**src/rtl/dmem_arbiter.sv**
```systemverilog
`default_nettype none
// ============================================================================
// Module   : dmem_arbiter
// Purpose  : Round-robin, lockable arbiter sharing one data-memory port
//            between the CPU (requester 0) and a secondary master (requester 1).
// Revision : 1.0
// ============================================================================
module dmem_arbiter #(
  parameter int LOCK_MAX = 4
) (
  input  logic        clk,
  input  logic        reset,
  input  logic        r0_req,
  input  logic        r0_lock,
  input  logic [3:0]  r0_we,
  input  logic [31:0] r0_addr,
  input  logic [31:0] r0_wdata,
  output logic        r0_gnt,
  output logic        r0_rvalid,
  output logic [31:0] r0_rdata,
  input  logic        r1_req,
  input  logic        r1_lock,
  input  logic [3:0]  r1_we,
  input  logic [31:0] r1_addr,
  input  logic [31:0] r1_wdata,
  output logic        r1_gnt,
  output logic        r1_rvalid,
  output logic [31:0] r1_rdata,
  output logic        m_en,
  output logic [3:0]  m_we,
  output logic [31:0] m_addr,
  output logic [31:0] m_wdata,
  input  logic [31:0] m_rdata
);

  localparam logic [3:0] c_lock_max = 4'(LOCK_MAX);

  typedef enum logic [1:0] {FREE = 2'd0, OWN0 = 2'd1, OWN1 = 2'd2} state_t;

  state_t     r_state;
  logic       r_rr_last;
  logic [3:0] r_lock_cnt;
  logic       r_rd_pend;
  logic       r_rd_id;

  logic        w_own_id, w_own_req, w_oth_req;
  logic        w_owned, w_forced, w_eff_rr;
  logic        w_any, w_win;
  logic        w_win_lock;
  logic [3:0]  w_win_we;
  logic [31:0] w_win_addr, w_win_wdata;

  always_comb begin
    w_own_id  = (r_state == OWN1);
    w_own_req = w_own_id ? r1_req : r0_req;
    w_oth_req = w_own_id ? r0_req : r1_req;
    w_owned   = 1'b0;
    w_forced  = 1'b0;
    if (r_state != FREE && w_own_req) begin
      if (r_lock_cnt == c_lock_max && w_oth_req)
        w_forced = 1'b1;
      else
        w_owned = 1'b1;
    end
    // A forced release arbitrates as if the owner was the last winner.
    w_eff_rr = w_forced ? w_own_id : r_rr_last;
    w_any    = (r0_req | r1_req) & ~reset;
    if (w_owned)
      w_win = w_own_id;
    else if (r0_req & r1_req)
      w_win = ~w_eff_rr;
    else
      w_win = r1_req;
    w_win_lock  = w_win ? r1_lock  : r0_lock;
    w_win_we    = w_win ? r1_we    : r0_we;
    w_win_addr  = w_win ? r1_addr  : r0_addr;
    w_win_wdata = w_win ? r1_wdata : r0_wdata;
  end

  assign r0_gnt  = w_any & ~w_win;
  assign r1_gnt  = w_any &  w_win;
  assign m_en    = w_any;
  assign m_we    = w_any ? w_win_we : 4'h0;
  assign m_addr  = w_any ? (w_win_addr & 32'hFFFF_FFFC) : 32'h0;
  assign m_wdata = w_any ? w_win_wdata : 32'h0;

  assign r0_rvalid = r_rd_pend & ~r_rd_id & ~reset;
  assign r1_rvalid = r_rd_pend &  r_rd_id & ~reset;
  assign r0_rdata  = r0_rvalid ? m_rdata : 32'h0;
  assign r1_rdata  = r1_rvalid ? m_rdata : 32'h0;

  always_ff @(posedge clk) begin
    if (reset) begin
      r_state    <= FREE;
      r_rr_last  <= 1'b1;
      r_lock_cnt <= 4'd0;
      r_rd_pend  <= 1'b0;
      r_rd_id    <= 1'b0;
    end else begin
      r_rd_pend <= w_any && (w_win_we == 4'h0);
      if (w_any) begin
        r_rd_id   <= w_win;
        r_rr_last <= w_win;
      end
      if (w_any && w_win_lock) begin
        if (w_owned) begin
          if (r_lock_cnt != c_lock_max)
            r_lock_cnt <= r_lock_cnt + 4'd1;
        end else begin
          r_state    <= w_win ? OWN1 : OWN0;
          r_lock_cnt <= 4'd1;
        end
      end else begin
        r_state    <= FREE;
        r_lock_cnt <= 4'd0;
      end
    end
  end

endmodule
`default_nettype wire

```
**config.mk**
```make
export PLATFORM = sky130hd
export DESIGN_NAME = dmem_arbiter
export DESIGN_NICKNAME = d
export VERILOG_FILES = /design/src/rtl/dmem_arbiter.sv
export SDC_FILE = /design/constraint.sdc
export NUM_CORES = 1
export LEC_CHECK = 0
export BUFFER_PORTS_ARGS = -buffer_cell sky130_fd_sc_hd__buf_2
export CORE_AREA = 2 2 122 124
export DETAILED_ROUTE_END_ITERATION = 10
export DIE_AREA = 0 0 124 126
export GPL_ROUTABILITY_DRIVEN = 0
export MAX_ROUTING_LAYER = met4
export PLACE_DENSITY = 0.51
export SETUP_SLACK_MARGIN = 0.5
export SLEW_MARGIN = 20
export SYNTH_ARGS = -nofsm -noshare
export SYNTH_HDL_FRONTEND = slang
export SYNTH_SLANG_ARGS = --single-unit
```
**constraint.sdc**
```tcl
create_clock -name clk -period 3.2 [get_ports clk]
set_input_delay 0.16 -clock clk [delete_from_list [all_inputs] [get_ports clk]]
set_output_delay 0.16 -clock clk [all_outputs]
set_load 0.05 [all_outputs]
```
==> results.yml <==
pwr:
  pwr-share-seq_pct: 12.2
  p_leak_nw: 2.17
  peakVddDrop_mv: 0.181
  p_sw_w: 0.000522
  power_frac_clock_pct: 22.5
  p_int_w: 0.000490
  swShare_pct: 51.6
  power_frac_comb_pct: 65.3
  power_density_nw_per_um2: 253
  total_power_w: 0.00101
cts:
  numCtsBuffers: 3
  cts_tree: "built"
  htreeDepth: 1
  cts.sinks: 9
  clockBufferDepth: 2
  cts-root-buf: "clkbuf_16"
  clkTransAtPathRegs_ns: 0.04
  clk_latency_ns: 0.24
setup_path:
  critical_path_class: "reg2out"
  start_kind: "flop"
  ff2ff_path_depth: 8
  cp.required_ns: 3.04
  worstPathArrival_ns: 2.41
  regToRegSetupSlack_ns: 0.99
  r2r_end: "r_lock_cnt[3]$_SDFFE_PP0P_"
  r2r-start: "r_lock_cnt[0]$_SDFFE_PP0P_"
  worstSetupEndpointType: "output port"
  crit_fanout: 17
timing:
  fin_skew_ns: 0.00221
  fin_tns_setup_ns: 0
  drv_slew: 0
  whs_ns: 0.154
  setup_violations: 0
  tightest_slew_ns: 0.875
  hold_viol: 0
  maxSlewHeadroom_pct: 41.6
  fin_crit_sh_pct: 80.2
  fmax_mhz: 390
  grt_setup_unrepaired: "no"
  period_needed_ns: 2.57
floorplan:
  die_h_um: 126
  io_pins: 311
  fp.dieW_um: 124
  die_area_sq_um: 15600
  start_util_pct: 15.4
  num_rows: 44
  core_sq_um: 14300
layout:
  fin_nets: 825
  num_antenna_cells: 0
  most-common-layout-cells: "buf_2, a21oi_1, nand3_1, and2_1, o21ai_0"
  nFillCells: 1649
  seqCellArea_sq_um: 181
  layout_commonest_cell: "buf_2"
  drive_gt1_share_pct: 50.6
  synthToLayoutAreaGrowth_pct: 81.3
  multiInputGateArea_sq_um: 1800
synthesis:
  synth_area_per_cell_sq_um: 5.88
  synth_seq_area_share_pct: 8.18
  synth_seq_cells: 9
  syn_inst: 375
  yosys_warnings: 0
  netlist_area_sq_um: 2200
  synth_cell_type_count: 42
global_routing:
  gr-max-usage-layer: "met2"
  grt_pass1_wl_um: 16400
  groute.layer.met1.usage_pct: 15.5
  overflow: 0
  grt_util_met3_pct: 1.22
  grt_use_total_pct: 13.3
  grt_max_degree: 69
  grt_util_met2_pct: 24.5
  grt_pass1_vias: 3295
  antenna_found_initial: 0
route:
  drt-wirelength-per-cell_um: 14.2
  drt-total-wl_um: 11800
  drcViolationCount: 0
  vias: 3781
  drtAntennaViolNets: 0
  drt_first_iter_violations: 253
  dr.pass1.iters: 4
  vias_per_cell: 4.54
flow_run:
  maxCapViolations: 0
run_status:
  outcome: "finished, final reports clean"
worst_hold_path:
  hold_path_end: "r_state[0]$_SDFFE_PP0N_"
  hp-class: "in2reg"
  holdPathStages: 2
  worstHoldStart: "r0_lock"
placed_design:
  hpwl_um: 8330
  portBuffers: 304
[worst max path at each step]
stage / startpoint / endpoint / slack, ns / cells past startpoint
floorplan: r_lock_cnt[0]$_SDFFE_PP0P_ / m_wdata[11] / 0.64 / 8
global placement: r_lock_cnt[0]$_SDFFE_PP0P_ / m_wdata[21] / 0.78 / 8
detailed placement: r_lock_cnt[0]$_SDFFE_PP0P_ / m_wdata[21] / 0.77 / 8
CTS: r_lock_cnt[0]$_SDFFE_PP0P_ / m_wdata[21] / 0.51 / 8
global route: r_lock_cnt[0]$_SDFFE_PP0P_ / m_wdata[5] / 0.52 / 9
finish: r_lock_cnt[0]$_SDFFE_PP0P_ / m_wdata[25] / 0.63 / 9
[per-stage QoR]
stage	worst slack [ns]	instances	instance area [sq um]	util [%]
CTS	0.510	829	3940	27.5
floorplan	0.644	376	2210	-
global route	0.520	832	3990	27.9
global placement	0.779	825	3860	26.9
detailed placement	0.773	825	3860	26.9
finish	0.634	832	3990	27.9
[critical path, cell delays in order (launching register included)]
cell and delay (ns):
dfxtp_2 0.38, inv_1 0.06, ha_1 0.23, and4b_4 0.21, o311ai_4 0.28, buf_4 0.21, buf_6 0.21, nand3_1 0.14
a21oi_1 0.16, buf_2 0.28
[state kept, by name (all words and copies together) (netlist names)]
register,count
r_rd_id,1
r_lock_cnt,4
r_rr_last,1
r_state,2
r_rd_pend,1
[power by group through the flow]
stage / Combinational (W) / Sequential, W / Clock, W
4_1_cts: 0.000641 / 0.000123 / 0.000230
2_1_floorplan: 0.000430 / 0.000123 / 0
3_5_place_dp: 0.000640 / 0.000125 / 0
5_1_grt: 0.000710 / 0.000124 / 0.000235
6_report: 0.000661 / 0.000123 / 0.000228
3_3_place_gp: 0.000643 / 0.000125 / 0
[kinds of logic (layout without fill, tap and decap cells)]
family,Yosys count,after routing,share of synthesized area [%]
simple gates,157,157,40.1
buf+inv,51,323,10.8
flops,9,9,8.18
mux,2,2,0.909
other cells,1,2,0.170
fa+ha+maj,2,2,1.14
xor+xnor,1,1,0.398
compound gates,152,152,38.2
[Yosys cell counts, drive strengths merged]
cell     instances  share of area [%]
buf             14                4.5
a211oi           3                1.0
dfxtp            9                8.2
and2            65                 18
nand2            5               0.85
nor3b            1               0.34
o211ai           1               0.34
a21oi           69                 16
nor2             8                1.4
o311a            1               0.51
o311ai           2                1.6
nor3             2               0.45
nor2b            1               0.28
xnor2            1               0.40
or4              1               0.34
and3b            1               0.40
o31ai            1               0.34
clkbuf          32                5.5
nor4             1               0.28
o21ai           68                 16
a22oi            1               0.34
conb             1               0.17
nand3b           2               0.68
ha               2                1.1
and4b            1               0.62
a22o             1               0.40
inv              5               0.85
nand4b           1               0.40
o22a             1               0.40
o21bai           1               0.34
mux2i            2               0.91
o22ai            1               0.28
nand3           68                 16
a2111oi          2                1.4
[routing by layer]
metal	routed length, um	vias up
li1	-	1876
met1	4920	1702
met2	6070	191
met3	745	12
met4	119	0
met5	0	-
[cell type report]
cell class              count  share of cell area (%)
multi-input cells         316                    45.2
flip-flops and latches      9                    4.54
clock buffers               4                    1.97
repair buffers            314                    42.1
inverters                   5                   0.470
well taps                 184                    5.76
[timing repair]
item                       in CTS  in global routing
buffers inserted                0                  1
setup endpoints to repair       0                 61
hold buffers                    0                  0
resized for setup               0                 10
Note: power is estimated with default switching activity, not from simulation.
